[config.mk]
export PLATFORM = sky130hd
export DESIGN_NAME = div_hilo_ctrl
export DESIGN_NICKNAME = d
export VERILOG_FILES = /design/src/rtl/div_hilo_ctrl.sv
export SDC_FILE = /design/constraint.sdc
export NUM_CORES = 1
export LEC_CHECK = 0
export CAP_MARGIN = 10
export CORE_UTILIZATION = 45
export CTS_CLUSTER_DIAMETER = 40
export CTS_CLUSTER_SIZE = 14
export DETAILED_ROUTE_END_ITERATION = 10
export PLACE_DENSITY_LB_ADDON = 0.1
export SKIP_CTS_REPAIR_TIMING = 1
export SLEW_MARGIN = 15
export SYNTH_ARGS = -nofsm -noshare
export SYNTH_HDL_FRONTEND = slang
export SYNTH_SLANG_ARGS = --single-unit
[constraint.sdc]
create_clock -name clk -period 6.7 [get_ports clk]
set_input_delay 1.34 -clock clk [delete_from_list [all_inputs] [get_ports clk]]
set_output_delay 1.34 -clock clk [all_outputs]
set_load 0.005 [all_outputs]
[src/rtl/div_hilo_ctrl.sv]
// Sequencer between EX and the iterative 32-bit divider; owns HI/LO.
// Latency: hi/lo valid N+1 cycles after issue accept (divider ready N cycles after start), idle 1 cycle later.
// Backpressure: issue_ready only in IDLE; issue, HI/LO read and MTHI/MTLO stall EX otherwise.
//
// Ports:
//   clk, rst                  clock, asynchronous active-high reset
//   issue_* / issue_ready     DIV/DIVU request from EX and acceptance
//   flush                     kills an offered or in-flight divide
//   hilo_rd, wr_hi, wr_lo,
//   wr_data                   HI/LO read request and MTHI/MTLO writes
//   stall_out                 EX stall
//   hi, lo, err               architectural HI/LO, sticky divider-timeout flag
//   div_*                     handshake with the divider (start/ack/annul, operands, result)
module div_hilo_ctrl #(
  parameter int          TIMEOUT = 16,
  parameter logic [31:0] ZERO_LO = 32'hFFFFFFFF
) (
  input  logic        clk,
  input  logic        rst,
  input  logic        issue_valid,
  input  logic        issue_sign,
  input  logic [31:0] issue_a,
  input  logic [31:0] issue_b,
  output logic        issue_ready,
  input  logic        flush,
  input  logic        hilo_rd,
  input  logic        wr_hi,
  input  logic        wr_lo,
  input  logic [31:0] wr_data,
  output logic        stall_out,
  output logic [31:0] hi,
  output logic [31:0] lo,
  output logic        err,
  output logic        div_signed,
  output logic [31:0] div_a,
  output logic [31:0] div_b,
  output logic        div_start,
  output logic        div_ack,
  output logic        div_annul,
  input  logic [63:0] div_result,
  input  logic        div_ready
);

  typedef enum logic [1:0] {IDLE, RUN, ACK, ABORT} state_t;

  localparam int             CW       = $clog2(TIMEOUT + 1);
  localparam logic [CW-1:0]  CNT_LAST = CW'(TIMEOUT - 1);

  state_t        state_q, state_d;
  logic [31:0]   hi_q, hi_d, lo_q, lo_d;
  logic [31:0]   a_q, a_d, b_q, b_d;
  logic          sgn_q, sgn_d;
  logic          start_q, start_d;
  logic          ack_q, ack_d;
  logic          annul_q, annul_d;
  logic          err_q, err_d;
  logic [CW-1:0] cnt_q, cnt_d;

  logic accept, by_zero, ovf, short_cut, timeout;

  assign accept    = (state_q == IDLE) && issue_valid && !flush;
  assign by_zero   = (issue_b == 32'd0);
  assign ovf       = issue_sign && (issue_a == 32'h80000000) && (issue_b == 32'hFFFFFFFF);
  // Both special cases resolve in IDLE without ever touching the divider.
  assign short_cut = by_zero || ovf;
  assign timeout   = (cnt_q == CNT_LAST) && !div_ready;

  // State and registered outputs
  always_ff @(posedge clk or posedge rst) begin
    if (rst) begin
      state_q <= IDLE;
      hi_q    <= '0;
      lo_q    <= '0;
      a_q     <= '0;
      b_q     <= '0;
      sgn_q   <= 1'b0;
      start_q <= 1'b0;
      ack_q   <= 1'b0;
      annul_q <= 1'b0;
      err_q   <= 1'b0;
      cnt_q   <= '0;
    end else begin
      state_q <= state_d;
      hi_q    <= hi_d;
      lo_q    <= lo_d;
      a_q     <= a_d;
      b_q     <= b_d;
      sgn_q   <= sgn_d;
      start_q <= start_d;
      ack_q   <= ack_d;
      annul_q <= annul_d;
      err_q   <= err_d;
      cnt_q   <= cnt_d;
    end
  end

  // Next state
  always_comb begin
    state_d = state_q;
    case (state_q)
      IDLE:  if (accept && !short_cut) state_d = RUN;
      // Flush beats a same-cycle div_ready: the result is dropped.
      RUN:   if (flush)          state_d = ABORT;
             else if (div_ready) state_d = ACK;
             else if (timeout)   state_d = ABORT;
      ACK:   state_d = IDLE;
      ABORT: state_d = IDLE;
      default: state_d = IDLE;
    endcase
  end

  // Next values of the registered outputs
  always_comb begin
    hi_d    = hi_q;
    lo_d    = lo_q;
    a_d     = a_q;
    b_d     = b_q;
    sgn_d   = sgn_q;
    start_d = start_q;
    ack_d   = 1'b0;
    annul_d = 1'b0;
    err_d   = err_q;
    cnt_d   = cnt_q;
    case (state_q)
      IDLE: begin
        if (wr_hi) hi_d = wr_data;
        if (wr_lo) lo_d = wr_data;
        if (accept) begin
          a_d   = issue_a;
          b_d   = issue_b;
          sgn_d = issue_sign;
          // Short-cut results override a same-cycle MTHI/MTLO.
          if (by_zero) begin
            hi_d = issue_a;
            lo_d = ZERO_LO;
          end else if (ovf) begin
            hi_d = 32'd0;
            lo_d = 32'h80000000;
          end else begin
            start_d = 1'b1;
            cnt_d   = '0;
          end
        end
      end
      RUN: begin
        cnt_d = cnt_q + CW'(1);
        if (flush) begin
          start_d = 1'b0;
          annul_d = 1'b1;
        end else if (div_ready) begin
          hi_d    = div_result[63:32];
          lo_d    = div_result[31:0];
          start_d = 1'b0;
          ack_d   = 1'b1;
        end else if (timeout) begin
          start_d = 1'b0;
          annul_d = 1'b1;
          err_d   = 1'b1;
        end
      end
      default: ;
    endcase
  end

  assign issue_ready = (state_q == IDLE);
  assign stall_out   = (issue_valid || hilo_rd || wr_hi || wr_lo) && !issue_ready;
  assign hi          = hi_q;
  assign lo          = lo_q;
  assign err         = err_q;
  assign div_signed  = sgn_q;
  assign div_a       = a_q;
  assign div_b       = b_q;
  assign div_start   = start_q;
  assign div_ack     = ack_q;
  assign div_annul   = annul_q;

endmodule

==> metrics.log <==
INFO  metric outcome = finished clean
INFO  metric fmaxAchievable = 241 MHz
INFO  metric tritoncts.num_buffers = 17
INFO  metric antenna_found_initial = 0
INFO  metric layout.nets = 1352
INFO  metric grt_util_all_layers = 0.307
INFO  metric synth_warnings = 0
INFO  metric vias_per_cell = 5.50
INFO  metric ir_drop_worst_case_vdd = 213 uV
INFO  metric grt_max_degree = 87
INFO  metric critical_path.startpoint_type = input pin
INFO  metric detailedPlace.worstSlack = 2210 ps
INFO  metric finalWirelength = 28100 um
INFO  metric clock_share_of_power = 0.206
INFO  metric cell_internal_pwr = 3.21 mW
INFO  metric synth_fp_nets = 1091
INFO  metric global_route.overflow_total = 0
INFO  metric syn-cell-area = 0.00806 sq mm
INFO  metric grt_first_pass_wirelength = 42500 um
INFO  metric drive_gt1_frac = 0.125
INFO  metric floorplan.die.height = 136 um
INFO  metric worst_clock_skew = 5.95 ps
INFO  metric clock_insertion_delay_worst_skew = 430 ps
INFO  metric gp_routability_congestion = 0.879
INFO  metric setup_slack = 2540 ps
INFO  metric vias_in_the_first_global_route = 7554
INFO  metric pwr_density_cell = 425 mW/mm^2
INFO  metric floorplan.initialDensity = 0.463
INFO  metric timing.slew.headroom = 0.294
INFO  metric post_synth.cell_area_avg = 8.77 sq um
INFO  metric cts_tree = yes
INFO  metric report.final.hold_viol_count = 0
INFO  metric timing.critical_path.arrival = 2820 ps
INFO  metric timing.critical_path.required = 5360 ps
INFO  metric post-route-drc-count = 0
INFO  metric seqPwrFrac = 0.306
INFO  metric first_pass_iters = 5
INFO  metric n_antenna_cell = 0
INFO  metric ys_seq_elements = 140
INFO  metric postRouteAntennaNets = 0
INFO  metric p_switching = 1.81 mW
INFO  metric syn2layout_area_growth = 46.3%
INFO  metric dp_hpwl = 19800 um
INFO  metric cts-root-buf = sky130_fd_sc_hd__clkbuf_16
INFO  metric vias_after_detailed_routing = 7810
INFO  metric crit_end_element = output port
INFO  metric final_max_slew_viol_count = 0
INFO  metric die-width = 136 um
INFO  metric final.setup.tns = 0 ps
INFO  metric period_share = 0.621
INFO  metric core_area = 0.0174 sq mm
INFO  metric number_of_setup_violations_in_the_final_report = 0
INFO  metric p_comb_frac = 0.488
INFO  metric final_util = 0.678
INFO  metric floorplan.die_area = 0.0185 sq mm
INFO  metric clk_pin_slew_worst_paths = 60 ps
INFO  metric setup.worst_path.class = input pin to output port
INFO  metric number_of_buffers_on_the_longest_clock_path = 2
INFO  metric clkSinkCount = 140
INFO  metric p_leak = 5.12 nW
INFO  metric power.switching_fraction = 0.360
INFO  metric synth_cell_types = 42
INFO  metric critPathMaxStageDelay = 680 ps
INFO  metric synthesis.instances = 920
INFO  metric port_buffers = 303
INFO  metric placement_rows = 48
INFO  metric yosysSeqAreaShare = 0.434
INFO  metric htree_levels = 4
INFO  metric cp_slowest_cell = sky130_fd_sc_hd__buf_2
INFO  metric total_of_fill_cells_in_the_finished_design = 1469
INFO  metric avgRoutedWirePerCell = 19.8 um
INFO  metric critical_path.cell_chain = buf_2, nor4_1, nor2_1, clkdlybuf4s50_1
INFO  metric finalWorstPathRequiredPeriod = 4160 ps
INFO  metric hp-class = register to register
INFO  metric ios = 304
INFO  metric max-cap-violations = 0
INFO  metric cp_max_fo = 33
INFO  metric worst_pin_slew = 1060 ps
INFO  metric dr.first_iter.drc_count = 494
INFO  metric rsz0062_at_grt = false
stage by stage:
stage	instances	instance area, sq um	power (mW)	hold slack, ps
2_1_floorplan	920	8060	2.74	460
3_3_place_gp	1387	11200	3.93	458
3_5_place_dp	1387	11200	3.98	461
4_1_cts	1419	11800	5.04	477
5_1_grt	1419	11800	5.36	490
6_report	1419	11800	5.02	476
synthesized netlist by cell type, drive strengths merged:
library cell,number,share of area
a21o,2,0.0019
a21oi,40,0.025
a41o,1,0.0012
and2,5,0.0039
and3,3,0.0023
and4,2,0.0022
and4b,1,0.0012
buf,10,0.012
clkbuf,60,0.028
dfrtp,140,0.43
ha,2,0.0031
inv,61,0.028
mux2,64,0.089
mux2i,28,0.035
nand2,171,0.080
nand2b,4,0.0031
nand3,5,0.0037
nand4,16,0.012
nor2,48,0.022
nor2b,1,0.00078
nor3,3,0.0025
nor4,46,0.038
nor4b,5,0.0054
nor4bb,1,0.0012
o21ai,123,0.076
o221ai,4,0.0043
o22ai,5,0.0070
o31ai,28,0.042
or2,2,0.0016
or3,32,0.025
or4,4,0.0042
or4b,1,0.0012
xor2,2,0.0022
cell families after synthesis:
kind of cell	after synthesis	synth area share
AOI/OAI and AO/OA	203	0.158
xor gates and xnor gates	2	0.00217
adders and majority gates	2	0.00310
buffers and inverters	131	0.0683
DFF	140	0.434
muxes	92	0.124
and+or+nand+nor	350	0.210
registers in the layout, summed over array words and instances (netlist names):
register,count
div_ack,1
div_annul,1
div_start,1
div_b,32
err,1
div_signed,1
lo,32
div_a,32
state_q,2
hi,32
cnt_q,5
placed cells by master (no fill, tap or decap), drive strengths merged, types with 16 or more instances in the layout:
master | synthesis | final
mux2 | 64 | 64
dfrtp | 140 | 140
nor4 | 46 | 46
o31ai | 28 | 28
clkbuf | 60 | 20
nand2 | 171 | 171
mux2i | 28 | 28
nor2 | 48 | 48
a21oi | 40 | 40
clkdlybuf4s50 | 0 | 301
nand4 | 16 | 16
o21ai | 123 | 123
or3 | 32 | 32
inv | 61 | 62
final cells by class:
cell class                      instances  area [sq um]  area share
Clock buffer                           20           457      0.0387
Timing Repair Buffer                  312          3090       0.262
Tap cell                              225           282      0.0239
Multi-Input combinational cell        649          4050       0.343
Inverter                               61           234      0.0198
Clock inverter                         12           188      0.0159
Sequential cell                       140          3500       0.297
worst paths after layout:
check	slack, ps	cells past startpoint	end	startpoint
setup / recovery	2540	4	stall_out	wr_lo
hold / removal	480	1	err$_DFFE_PP0P_	err$_DFFE_PP0P_
setup reg to reg	3000	6	hi[31]$_DFFE_PP0P_	state_q[0]$_DFFE_PP0P_
hold reg to reg	480	1	err$_DFFE_PP0P_	err$_DFFE_PP0P_
max in group asynchronous	3940	3	hi[26]$_DFFE_PP0P_	rst
min in group asynchronous	1430	2	div_a[27]$_DFFE_PP0P_	rst
power by group through the flow:
stage               registers (mW)  clock network, mW  logic (mW)
floorplan                     1.53                  0        1.20
global placement              1.53                  0        2.40
detailed placement            1.53                  0        2.45
CTS                           1.53               1.04        2.46
global route                  1.59               1.07        2.70
finish                        1.54               1.03        2.45
worst max-delay path, delay by kind of cell:
kind                   cells  cell delay (ps)
buffers and inverters      2             1190
AND/OR/NAND/NOR            2              290
per-layer routing:
metal,track usage,vias up,share of wire
met4,0.120,0,0.031
met5,0,-,0
met2,0.484,297,0.47
met3,0.0645,50,0.067
met1,0.414,3721,0.43
li1,-,3742,-
Power figures use the tool's default switching activity.
